[config.mk]
export PLATFORM = sky130hd
export DESIGN_NAME = vga_sync_gen
export DESIGN_NICKNAME = d
export VERILOG_FILES = /design/src/rtl/vga_sync_gen.sv
export SDC_FILE = /design/constraint.sdc
export NUM_CORES = 1
export LEC_CHECK = 0
export CORE_AREA = 2 2 73 75
export CTS_CLUSTER_SIZE = 16
export DETAILED_ROUTE_END_ITERATION = 8
export DIE_AREA = 0 0 75 77
export HOLD_SLACK_MARGIN = 0.08
export PLACE_DENSITY = 0.68
export SYNTH_ARGS = -nofsm -noshare
export SYNTH_HDL_FRONTEND = slang
export SYNTH_SLANG_ARGS = --single-unit
[constraint.sdc]
create_clock -name i_Clk -period 2.08 [get_ports i_Clk]
set_input_delay 0.208 -clock i_Clk [delete_from_list [all_inputs] [get_ports i_Clk]]
set_output_delay 0.208 -clock i_Clk [all_outputs]
set_load 0.01 [all_outputs]
[src/rtl/vga_sync_gen.sv]
// 640x480@60 VGA timing generator: column/row counters, frame-start strobe, and sync/active
// flags delayed so that they line up with the RGB that downstream tile logic returns.
module vga_sync_gen #(
    parameter int TOTAL_COLS    = 800,
    parameter int TOTAL_ROWS    = 525,
    parameter int ACTIVE_COLS   = 640,
    parameter int ACTIVE_ROWS   = 480,
    parameter int H_FRONT_PORCH = 16,
    parameter int H_SYNC_WIDTH  = 96,
    parameter int V_FRONT_PORCH = 10,
    parameter int V_SYNC_WIDTH  = 2,
    parameter int VIDEO_DELAY   = 2
) (
    input  logic       i_Clk,
    input  logic       i_Rst_L,
    input  logic       i_Enable,
    input  logic [3:0] i_Red_Video,
    input  logic [3:0] i_Grn_Video,
    input  logic [3:0] i_Blu_Video,
    output logic [9:0] o_Col_Count,
    output logic [9:0] o_Row_Count,
    output logic       o_Frame_Start,
    output logic       o_HSync,
    output logic       o_VSync,
    output logic       o_Active,
    output logic [3:0] o_Red_Video,
    output logic [3:0] o_Grn_Video,
    output logic [3:0] o_Blu_Video
);

    generate
        if (ACTIVE_COLS + H_FRONT_PORCH + H_SYNC_WIDTH > TOTAL_COLS) begin : g_bad_h_timing
            $error("vga_sync_gen: horizontal active+porch+sync exceeds TOTAL_COLS");
        end
        if (ACTIVE_ROWS + V_FRONT_PORCH + V_SYNC_WIDTH > TOTAL_ROWS) begin : g_bad_v_timing
            $error("vga_sync_gen: vertical active+porch+sync exceeds TOTAL_ROWS");
        end
        if (TOTAL_COLS > 1024 || TOTAL_ROWS > 1024) begin : g_bad_total
            $error("vga_sync_gen: TOTAL_COLS/TOTAL_ROWS must fit 10-bit counters");
        end
        if (VIDEO_DELAY < 1 || VIDEO_DELAY > 4) begin : g_bad_delay
            $error("vga_sync_gen: VIDEO_DELAY must be 1..4");
        end
    endgenerate

    localparam logic [9:0]  COL_LAST   = 10'(TOTAL_COLS - 1);
    localparam logic [9:0]  ROW_LAST   = 10'(TOTAL_ROWS - 1);
    // 11-bit bounds so a 1024-wide timing still compares correctly against 10-bit counters
    localparam logic [10:0] C_ACT      = 11'(ACTIVE_COLS);
    localparam logic [10:0] R_ACT      = 11'(ACTIVE_ROWS);
    localparam logic [10:0] C_HS_START = 11'(ACTIVE_COLS + H_FRONT_PORCH);
    localparam logic [10:0] C_HS_END   = 11'(ACTIVE_COLS + H_FRONT_PORCH + H_SYNC_WIDTH);
    localparam logic [10:0] R_VS_START = 11'(ACTIVE_ROWS + V_FRONT_PORCH);
    localparam logic [10:0] R_VS_END   = 11'(ACTIVE_ROWS + V_FRONT_PORCH + V_SYNC_WIDTH);
    localparam int          LAST       = VIDEO_DELAY - 1;

    typedef enum logic {ST_IDLE, ST_RUN} state_t;

    state_t     state_q;
    logic [9:0] col_q;
    logic [9:0] row_q;
    logic       frame_start_q;

    // IDLE spends one enabled edge announcing (0,0) before the counters start moving.
    always_ff @(posedge i_Clk or negedge i_Rst_L) begin
        if (!i_Rst_L) begin
            state_q       <= ST_IDLE;
            col_q         <= '0;
            row_q         <= '0;
            frame_start_q <= 1'b0;
        end else if (!i_Enable) begin
            state_q       <= ST_IDLE;
            col_q         <= '0;
            row_q         <= '0;
            frame_start_q <= 1'b0;
        end else if (state_q == ST_IDLE) begin
            state_q       <= ST_RUN;
            frame_start_q <= 1'b1;
        end else begin
            frame_start_q <= 1'b0;
            if (col_q == COL_LAST) begin
                col_q <= '0;
                if (row_q == ROW_LAST) begin
                    row_q         <= '0;
                    frame_start_q <= 1'b1;
                end else begin
                    row_q <= row_q + 10'd1;
                end
            end else begin
                col_q <= col_q + 10'd1;
            end
        end
    end

    assign o_Col_Count   = col_q;
    assign o_Row_Count   = row_q;
    assign o_Frame_Start = frame_start_q;

    logic run_en;
    logic raw_act;
    logic raw_hs_n;
    logic raw_vs_n;

    assign run_en = i_Enable && (state_q == ST_RUN);

    always_comb begin
        raw_act  = 1'b0;
        raw_hs_n = 1'b1;
        raw_vs_n = 1'b1;
        if (run_en) begin
            raw_act  = ({1'b0, col_q} < C_ACT) && ({1'b0, row_q} < R_ACT);
            raw_hs_n = !(({1'b0, col_q} >= C_HS_START) && ({1'b0, col_q} < C_HS_END));
            raw_vs_n = !(({1'b0, row_q} >= R_VS_START) && ({1'b0, row_q} < R_VS_END));
        end
    end

    logic [VIDEO_DELAY-1:0] act_pipe;
    logic [VIDEO_DELAY-1:0] hs_pipe;
    logic [VIDEO_DELAY-1:0] vs_pipe;

    always_ff @(posedge i_Clk or negedge i_Rst_L) begin
        if (!i_Rst_L) begin
            act_pipe <= '0;
            hs_pipe  <= '1;
            vs_pipe  <= '1;
        end else begin
            act_pipe[0] <= raw_act;
            hs_pipe[0]  <= raw_hs_n;
            vs_pipe[0]  <= raw_vs_n;
            for (int i = 1; i < VIDEO_DELAY; i++) begin
                act_pipe[i] <= act_pipe[i-1];
                hs_pipe[i]  <= hs_pipe[i-1];
                vs_pipe[i]  <= vs_pipe[i-1];
            end
        end
    end

    // Returned RGB belongs to the pixel now at the end of the pipe, so both register together.
    always_ff @(posedge i_Clk or negedge i_Rst_L) begin
        if (!i_Rst_L) begin
            o_HSync     <= 1'b1;
            o_VSync     <= 1'b1;
            o_Active    <= 1'b0;
            o_Red_Video <= 4'h0;
            o_Grn_Video <= 4'h0;
            o_Blu_Video <= 4'h0;
        end else begin
            o_HSync     <= hs_pipe[LAST];
            o_VSync     <= vs_pipe[LAST];
            o_Active    <= act_pipe[LAST];
            o_Red_Video <= act_pipe[LAST] ? i_Red_Video : 4'h0;
            o_Grn_Video <= act_pipe[LAST] ? i_Grn_Video : 4'h0;
            o_Blu_Video <= act_pipe[LAST] ? i_Blu_Video : 4'h0;
        end
    end

endmodule

==> results of run 1 <==
## state kept, by name, summed over array words and instances, names as in the netlist
| name | count |
|---|---|
| o_Col_Count | 10 |
| o_Row_Count | 10 |
| o_Blu_Video | 4 |
| o_Grn_Video | 4 |
| o_Red_Video | 4 |
| act_pipe | 2 |
| hs_pipe | 2 |
| vs_pipe | 2 |
| o_Active | 1 |
| o_Frame_Start | 1 |
| o_HSync | 1 |
| o_VSync | 1 |
| state_q | 1 |
## cell type report
type	instances	share of cell area
clock inverter	2	0.0129
tap	70	0.0323
inverter	6	0.00832
multi-input combinational	111	0.299
clock buffer	6	0.0305
sequential	43	0.400
timing repair buffer	62	0.217
## worst reg2reg max path, stage by stage (launching register included)
cell      delay [ps]
dfrtp_1          430
inv_1            110
ha_1             160
nor4bb_1         250
nand4_1          300
and2_1           310
a221o_1          320
## worst max-delay path by stage
stage / to / slack [ps]
after floorplan: o_Row_Count[5] / 170
after global placement: o_Row_Count[7] / 90
after detailed placement: o_Row_Count[9] / 130
after CTS: o_Row_Count[9] / 120
after global routing: o_Row_Count[9] / 10
final: o_Row_Count[9] / 100
## cells by family (layout without fill, tap and decap cells)
logic type	after synthesis	after routing	share of synthesized area
adders and majority gates	4	4	0.0259
muxes	1	1	0.00517
buffers and inverters	11	76	0.0220
and+or+nand+nor	76	76	0.239
AOI/OAI and AO/OA	22	22	0.111
DFF	43	43	0.560
xor gates and xnor gates	8	8	0.0362
## power groups by stage
stage               logic (mW)  clock network (mW)  registers (mW)
floorplan               0.0382                   0           0.884
global placement         0.126                   0           0.879
detailed placement       0.127                   0           0.880
CTS                      0.129               0.676           0.864
global route             0.139               0.714           0.866
finish                   0.126               0.655           0.863
## through the flow
step,hold WS [ps],power (mW),util
after CTS,358,1.67,0.544
after global routing,364,1.72,0.544
after global placement,224,1.00,0.518
final,356,1.64,0.544
after floorplan,-87.6,0.922,-
after detailed placement,231,1.01,0.518
## synthesized netlist by cell type, types with 3 or more instances
cell type  count  area, um2
a221o_1        3       30.0
and2_1        16        100
and3_1         5       31.3
clkbuf_1       4       15.0
dfrtp_1       37        926
dfstp_2        6        158
ha_1           4       50.1
inv_1          6       22.5
nand2_1       10       37.5
nand3_1        5       25.0
nand3b_1       5       37.5
nand4_1        5       31.3
nor2_1        11       41.3
nor2b_1        3       18.8
nor3_1         6       30.0
nor4bb_1       3       30.0
o21ai_0        4       20.0
xnor2_1        6       52.6
## layer usage
layer	track usage	part of all wire
met1	0.235	0.48
met2	0.228	0.45
met3	0.0407	0.058
met4	0.0429	0.0080
met5	0	0
==> results.toml, run 1 <==
[min_path]
whs_path_depth = 0
min_from = "hs_pipe[0]"
holdPathEnd = "hs_pipe[1]"
hold_class = "flop to flop"

[timing]
worst_slack_ps = 95.7
fin_crit_sh = 0.954
slew_viol_final = 0
min_period_ps = 1980
tightest_slew_ps = 541
slew_headroom = 0.639
rsz0062_at_grt = "no"
fin_setup_tns_ps = 0
worst_clock_skew_ps = 6.20
finalHoldViolations = 0
setup_violations = 0
max_freq_mhz = 504

[clock_network]
clock_latency_ps = 290
cts_tree = "done"
htreeDepth = 2
cts_setup_buffers = 0
postCtsResizedCells = 0
hold_buffers = 1
clockBufferDepth = 2
clk_pin_slew_worst_paths_ps = 80
cts_buffers = 5
cts_num_sinks = 43
cts_root_buf = "clkbuf_8"

[routing]
drt-initial-drc-count = 50
drc_errors = 0
postRouteAntennaNets = 0
via_per_inst = 4.98
dr_total_vias = 1495
drtPass1Iterations = 4
wl_um = 4230
wire_per_inst_um = 14.1

[placed_design]
dp_cells = 291
gp_congestion = 0.855
io_buffers = 50
pre_cts_slack_ps = 133
hpwl_um = 3090
placed_area_mm2 = 0.00258

[floorplan]
dieArea_mm2 = 0.00578
coreArea_mm2 = 0.00498
initial_core_util = 0.389
io_pins = 51
die_w_um = 75
rows = 26
fp.dieH_um = 77

[global_routing]
grt_pass1_wl_um = 7090
grt_max_degree = 27
grt-ovfl-total = 0
grt_pass1_vias = 1447
antenna_found_initial = 0
track_usage = 0.159

[synthesis]
synth_edf_count = 0
synth.avg_cell_area_um2 = 11.7
ys.flop_type = "dfrtp_1"
ys_seq_area_frac = 0.560
syn_area_mm2 = 0.00193
synth_cell_types = 39
synth.net_count = 184
synth-seq-cells = 43
ys_warn_count = 0
synth_cells = 165
async_flop_share = 1.00

[power_and_ir_drop]
p_int_mw = 1.31
seq_power_share = 0.525
ir_worst_vdd_uv = 291
p_clk_frac = 0.398
cellLeakagePower_nw = 1.15
power.density_mw_per_mm2 = 607
p_switching_mw = 0.337
sw_frac_of_total = 0.205
comb_power_share = 0.077

[critical_path]
crit_slowest_cell = "dfrtp_1"
max_stage_delay_ps = 430
critPathRequiredTime_ps = 2260
path_buf_inv = 1
startpoint_type = "flop"
worstRegToRegCells = 6
setup.worst_path.start = "o_Row_Count[0]"
critical-path-top-delay-family = "simple AND/OR/NAND/NOR gates"
critPathMaxFanout = 6
critPathKind = "flop to flop"
r2r_slack_ps = 100
arrival_ps = 2160
reg2reg_from = "o_Row_Count[0]"
endpoint_kind = "flop"
reg2reg_to = "o_Row_Count[9]"
cp.depth = 6
crit_chain = "inv_1 > ha_1 > nor4bb_1 > nand4_1 > and2_1 > a221o_1"

[finish]
nets = 248
area_growth_pct = 40.0
seq_area_mm2 = 0.00108
num-fill-cells = 434
drive_above_1_share = 0.143
mostFrequentLayoutCells = "49 x clkdlybuf4s50_1, 37 x dfrtp_1, 16 x and2_1, 11 x nor2_1, 11 x buf_4"
diodes = 0
multi_input_area_um2 = 808
final_area_mm2 = 0.00271
final_common_cell = "clkdlybuf4s50_1"
stdcell_count = 300

[run_status]
status = "finished, final reports clean"

[flow_run]
max-cap-violations = 0
Power figures use the tool's default switching activity.
==> run 2: changes to the inputs <==
==> config.mk (replaced) <==
export PLATFORM = sky130hd
export DESIGN_NAME = vga_sync_gen
export DESIGN_NICKNAME = d
export VERILOG_FILES = /design/src/rtl/vga_sync_gen.sv
export SDC_FILE = /design/constraint.sdc
export NUM_CORES = 1
export LEC_CHECK = 0
export ABC_AREA = 1
export CORE_AREA = 2 2 69 71
export CTS_CLUSTER_SIZE = 16
export DETAILED_ROUTE_END_ITERATION = 8
export DIE_AREA = 0 0 71 73
export HOLD_SLACK_MARGIN = 0.08
export PLACE_DENSITY = 0.78
export SYNTH_ARGS = -nofsm -noshare
export SYNTH_HDL_FRONTEND = slang
export SYNTH_SLANG_ARGS = --single-unit
==> run 2 against run 1 <==
  * Setup slack better by 340 ps
  * First-iteration DRC count is 14% higher
  * Highest routed layer unchanged
  * Global-route usage is 3.1 points higher
  * Sequential share of layout area is 0.31 points lower
==> results.toml, run 2 <==
[placed_design]
hpwl_um = 3210
io_buffers = 50
gp_congestion = 0.884
placed_area_mm2 = 0.00261

[timing]
finalHoldViolations = 0
fin_crit_sh = 0.791
fin_hold_ws_ps = 312
setup_violations = 0
tightest_slew_ps = 388
fin_setup_tns_ps = 0
rsz0062_at_grt = "no"
slew_viol_final = 0
max_freq_mhz = 608
slew_headroom = 0.739
min_period_ps = 1650
worst_clock_skew_ps = 6.29

[routing]
drt-initial-drc-count = 57
wl_um = 4390
drtPass1Iterations = 4
postRouteAntennaNets = 0
dr_total_vias = 1768
drc_errors = 0
wire_per_inst_um = 12.2
via_per_inst = 4.90

[power_and_ir_drop]
seq_power_share = 0.525
power_mw = 1.66
p_switching_mw = 0.376
p_int_mw = 1.28
sw_frac_of_total = 0.227
p_clk_frac = 0.394
ir_worst_vdd_uv = 348
cellLeakagePower_nw = 1.38
comb_power_share = 0.081
power.density_mw_per_mm2 = 607

[critical_path]
critPathKind = "flop to flop"
crit_slowest_cell = "dfrtp_1"
reg2reg_to = "o_Row_Count[9]"
critPathMaxFanout = 12
worstRegToRegCells = 7
arrival_ps = 1880
reg2reg_from = "o_Col_Count[1]"
endpoint_kind = "flop"
r2r_slack_ps = 430
critPathRequiredTime_ps = 2320
max_stage_delay_ps = 410
startpoint_type = "flop"
crit_chain = "ha_1 > inv_1 > nor3_2 > nand3_2 > nand2_2 > nand3_1 > nand2_1"

[clock_network]
cts_tree = "done"
clk_pin_slew_worst_paths_ps = 90
cts_root_buf = "clkbuf_8"
htreeDepth = 2
cts_num_sinks = 43
postCtsResizedCells = 0
clockBufferDepth = 2
clock_latency_ps = 300
cts_buffers = 5

[global_routing]
grt_pass1_vias = 1728
track_usage = 0.189
grt-ovfl-total = 0
grt_pass1_wl_um = 7720
grt_max_degree = 20
antenna_found_initial = 0

[synthesis]
async_flop_share = 1.00
synth_edf_count = 0
synth_top_area_share = 0.447
synth-seq-cells = 43
ys.flop_type = "dfrtp_1"
synth_common_cells = "70 x nand2_1, 37 x dfrtp_1, 35 x inv_1"
synth.avg_cell_area_um2 = 8.28
ys_seq_area_frac = 0.523
synth_cells = 250
ys_warn_count = 0
synth.net_count = 269
yosys.area.top_type = "dfrtp_1"
ys_top_cells_by_area = "dfrtp_1 45%, nand2_1 13%, dfstp_2 7.6%, inv_1 6.3%, nand3_1 6.3%"
synth_cell_types = 29
synthMostInstantiatedCell = "nand2_1"
syn_area_mm2 = 0.00207

[finish]
mostFrequentLayoutCells = "70 x nand2_1, 49 x clkdlybuf4s50_1, 37 x dfrtp_1, 35 x inv_1, 26 x nand3_1"
nets = 325
diodes = 0
drive_above_1_share = 0.101
area_growth_pct = 31.8
final_area_mm2 = 0.00273
num-fill-cells = 424
final_util = 0.602
final_common_cell = "nand2_1"

[floorplan]
initial_core_util = 0.457
die_w_um = 71
fp.dieH_um = 73
dieArea_mm2 = 0.00518
io_pins = 51
rows = 25
coreArea_mm2 = 0.00454

[min_path]
hold_class = "primary input to asynchronous set/reset pin"

[run_status]
status = "finished, final reports clean"

[flow_run]
max-cap-violations = 0
-- run 2: cell types whose count changed after synthesis, moves of 5 or more --
| cell | before | now |
|---|---|---|
| nor2_1 | 11 | 24 |
| nand2_1 | 10 | 70 |
| inv_1 | 6 | 35 |
| and2_1 | 16 | 0 |
| nand3_1 | 5 | 26 |
| inv_2 | 0 | 5 |
-- run 2: metrics by stage --
step / worst slack [ps] / instances
floorplan: 769 / 250
global placement: 532 / 352
detailed placement: 477 / 352
CTS: 455 / 361
global route: 230 / 361
finish: 435 / 361
-- run 2: worst max path at each step --
stage | from | slack [ps] | endpoint
floorplan | o_Col_Count[0] | 770 | o_Row_Count[4]
global placement | i_Enable | 530 | act_pipe[0]
detailed placement | o_Col_Count[0] | 480 | o_Row_Count[9]
CTS | o_Col_Count[1] | 460 | o_Row_Count[9]
global route | o_Col_Count[1] | 230 | o_Row_Count[0]
finish | o_Col_Count[1] | 430 | o_Row_Count[9]
-- run 2: critical path, delay by kind of cell (launching register included) --
family | cells | cell delay [ps]
flip-flops | 1 | 410
buffers and inverters | 1 | 70
adder cells (fa/ha/maj) | 1 | 180
AND/OR/NAND/NOR | 5 | 910
-- run 2: area by class of cell --
class                   count  area, um2  share of cell area
well taps                  54       67.6              0.0248
flip-flops and latches     43       1080               0.397
clock inverters             3       43.8              0.0160
repair buffers             54        528               0.193
multi-input cells         162        787               0.288
inverters                  40        150              0.0550
clock buffers               5       68.8              0.0252
-- run 2: kinds of logic (layout without fill, tap and decap cells) --
| logic type | count (synthesis) | count (layout) | synth area share |
|---|---|---|---|
| and+or+nand+nor | 143 | 143 | 0.309 |
| buffers and inverters | 45 | 102 | 0.0967 |
| DFF | 43 | 43 | 0.523 |
| AOI/OAI and AO/OA | 11 | 11 | 0.0296 |
| adders and majority gates | 4 | 4 | 0.0242 |
| xor gates and xnor gates | 4 | 4 | 0.0169 |
-- run 2: routing by layer --
layer,vias up,share of wire,track usage
li1,893,-,-
met1,816,0.48,0.247
met2,53,0.46,0.307
met3,6,0.046,0.0387
met4,0,0.013,0.0797
met5,-,0,0
-- run 2: power by group through the flow --
| stage | clock (mW) | combinational (mW) | sequential, mW |
|---|---|---|---|
| 2_1_floorplan | 0 | 0.0445 | 0.891 |
| 3_3_place_gp | 0 | 0.133 | 0.885 |
| 3_5_place_dp | 0 | 0.136 | 0.886 |
| 4_1_cts | 0.675 | 0.138 | 0.870 |
| 5_1_grt | 0.708 | 0.151 | 0.873 |
| 6_report | 0.652 | 0.135 | 0.870 |
-- run 2: timing repair --
action / CTS / global route
hold endpoints to repair: 10 / 0
hold buffers: 1 / 0
setup buffers: 0 / 0
==> run 3: changes to the inputs <==
==> constraint.sdc (replaced) <==
create_clock -name i_Clk -period 1.7 [get_ports i_Clk]
set_input_delay 0.17 -clock i_Clk [delete_from_list [all_inputs] [get_ports i_Clk]]
set_output_delay 0.17 -clock i_Clk [all_outputs]
set_load 0.01 [all_outputs]
==> run 3 against run 2 <==
  * Wire length rose by 1.5%
  * Sequential cell count did not move
  * Critical endpoint is now o_Row_Count[5]
  * Design area rose by 1.3%
  * Final cell count rose by 0.83%
==> results.toml, run 3 (same netlist as run 2, synthesis figures left out) <==
[floorplan]
die_w_um = 71
dieArea_mm2 = 0.00518
rows = 25
initial_core_util = 0.457
io_pins = 51
coreArea_mm2 = 0.00454
fp.dieH_um = 73

[routing]
drt-initial-drc-count = 112
postRouteAntennaNets = 0
wire_per_inst_um = 12.3
wl_um = 4460
drc_errors = 0
dr_total_vias = 1812
drtPass1Iterations = 4
via_per_inst = 4.98

[global_routing]
antenna_found_initial = 0
grt_max_degree = 44
grt_pass1_vias = 1714
track_usage = 0.187
grt-ovfl-total = 0
grt_pass1_wl_um = 7530

[finish]
drive_above_1_share = 0.113
nets = 328
final_area_mm2 = 0.00276
area_growth_pct = 33.5
final_common_cell = "nand2_1"
stdcell_count = 364
mostFrequentLayoutCells = "70 x nand2_1, 49 x clkdlybuf4s50_1, 37 x dfrtp_1, 35 x inv_1, 26 x nand3_1"
diodes = 0

[clock_network]
clk_pin_slew_worst_paths_ps = 90
cts_tree = "done"
clockBufferDepth = 2
cts_buffers = 5
cts_num_sinks = 43
cts_setup_buffers = 0
cts_root_buf = "clkbuf_8"
htreeDepth = 2
clock_latency_ps = 300

[critical_path]
r2r_slack_ps = 110
startpoint_type = "flop"
critPathRequiredTime_ps = 1890
critPathKind = "flop to flop"
worstRegToRegCells = 7
reg2reg_from = "o_Col_Count[0]"
arrival_ps = 1780
critPathMaxFanout = 8
endpoint_kind = "flop"
setup.worst_path.start = "o_Col_Count[0]"

[timing]
tightest_slew_ps = 531
fin_setup_tns_ps = 0
worst_clock_skew_ps = 10.6
slew_headroom = 0.646
min_period_ps = 1590
rsz0062_at_grt = "no"
finalHoldViolations = 0
setup_violations = 0
fin_crit_sh = 0.937
max_freq_mhz = 628
slew_viol_final = 0

[power_and_ir_drop]
cellLeakagePower_nw = 1.40
power.density_mw_per_mm2 = 748
ir_worst_vdd_uv = 341

[min_path]
whs_path_depth = 0
min_from = "hs_pipe[0]"
hold_class = "flop to flop"

[placed_design]
dp_cells = 355
placed_area_mm2 = 0.00263
hpwl_um = 3240
gp_congestion = 0.895
io_buffers = 50

[run_status]
status = "finished, final reports clean"

[flow_run]
max-cap-violations = 0
run 3: path summary, 6_finish.rpt:
check / to
setup / recovery: o_Row_Count[5]
hold / removal: hs_pipe[1]
setup reg to reg: o_Row_Count[5]
hold reg to reg: hs_pipe[1]
max in group asynchronous: vs_pipe[1]
min in group asynchronous: act_pipe[0]
run 3: per-layer routing:
metal  global-route usage  routed length (um)  vias up
met5                    0                   0        -
met4               0.0797                  79        0
met3               0.0511                 254        8
met2                0.310                2000       63
met1                0.230                2130      846
li1                     -                   -      895
run 3: what timing repair did:
item                                    4_1_cts  5_1_grt
endpoints found under the setup margin        0        1
hold endpoints to repair                     37        0
resized for setup                             0        2
hold buffers                                  1        0
run 3: per-stage QoR:
| stage | util | total power [mW] | setup WS (ps) | hold slack (ps) |
|---|---|---|---|---|
| 5_1_grt | 0.609 | 2.13 | 3.38 | 361 |
| 2_1_floorplan | - | 1.14 | 389 | -126 |
| 6_report | 0.609 | 2.07 | 107 | 357 |
| 3_3_place_gp | 0.580 | 1.24 | 156 | 270 |
| 3_5_place_dp | 0.580 | 1.25 | 150 | 270 |
| 4_1_cts | 0.608 | 2.08 | 124 | 358 |
run 3: power by group:
group / internal, mW / total [mW] / switching (mW)
clock: 0.476 / 0.837 / 0.361
combinational: 0.0832 / 0.165 / 0.0822
sequential: 1.05 / 1.06 / 0.0180
run 3: final cells by class:
cell class	count	area (um2)
tap	54	67.6
clock buffer	6	82.6
sequential	43	1080
fill	398	1770
inverter	40	150
clock inverter	2	35.0
multi-input combinational	162	795
timing repair buffer	57	551
run 3: worst max-delay path, stage by stage, from the launching register on:
cell and delay (ps):
dfrtp_1 420, ha_1 200, inv_1 80, nor3_2 190, nand3_2 230, buf_4 230, nand3_1 70, nand2_1 60
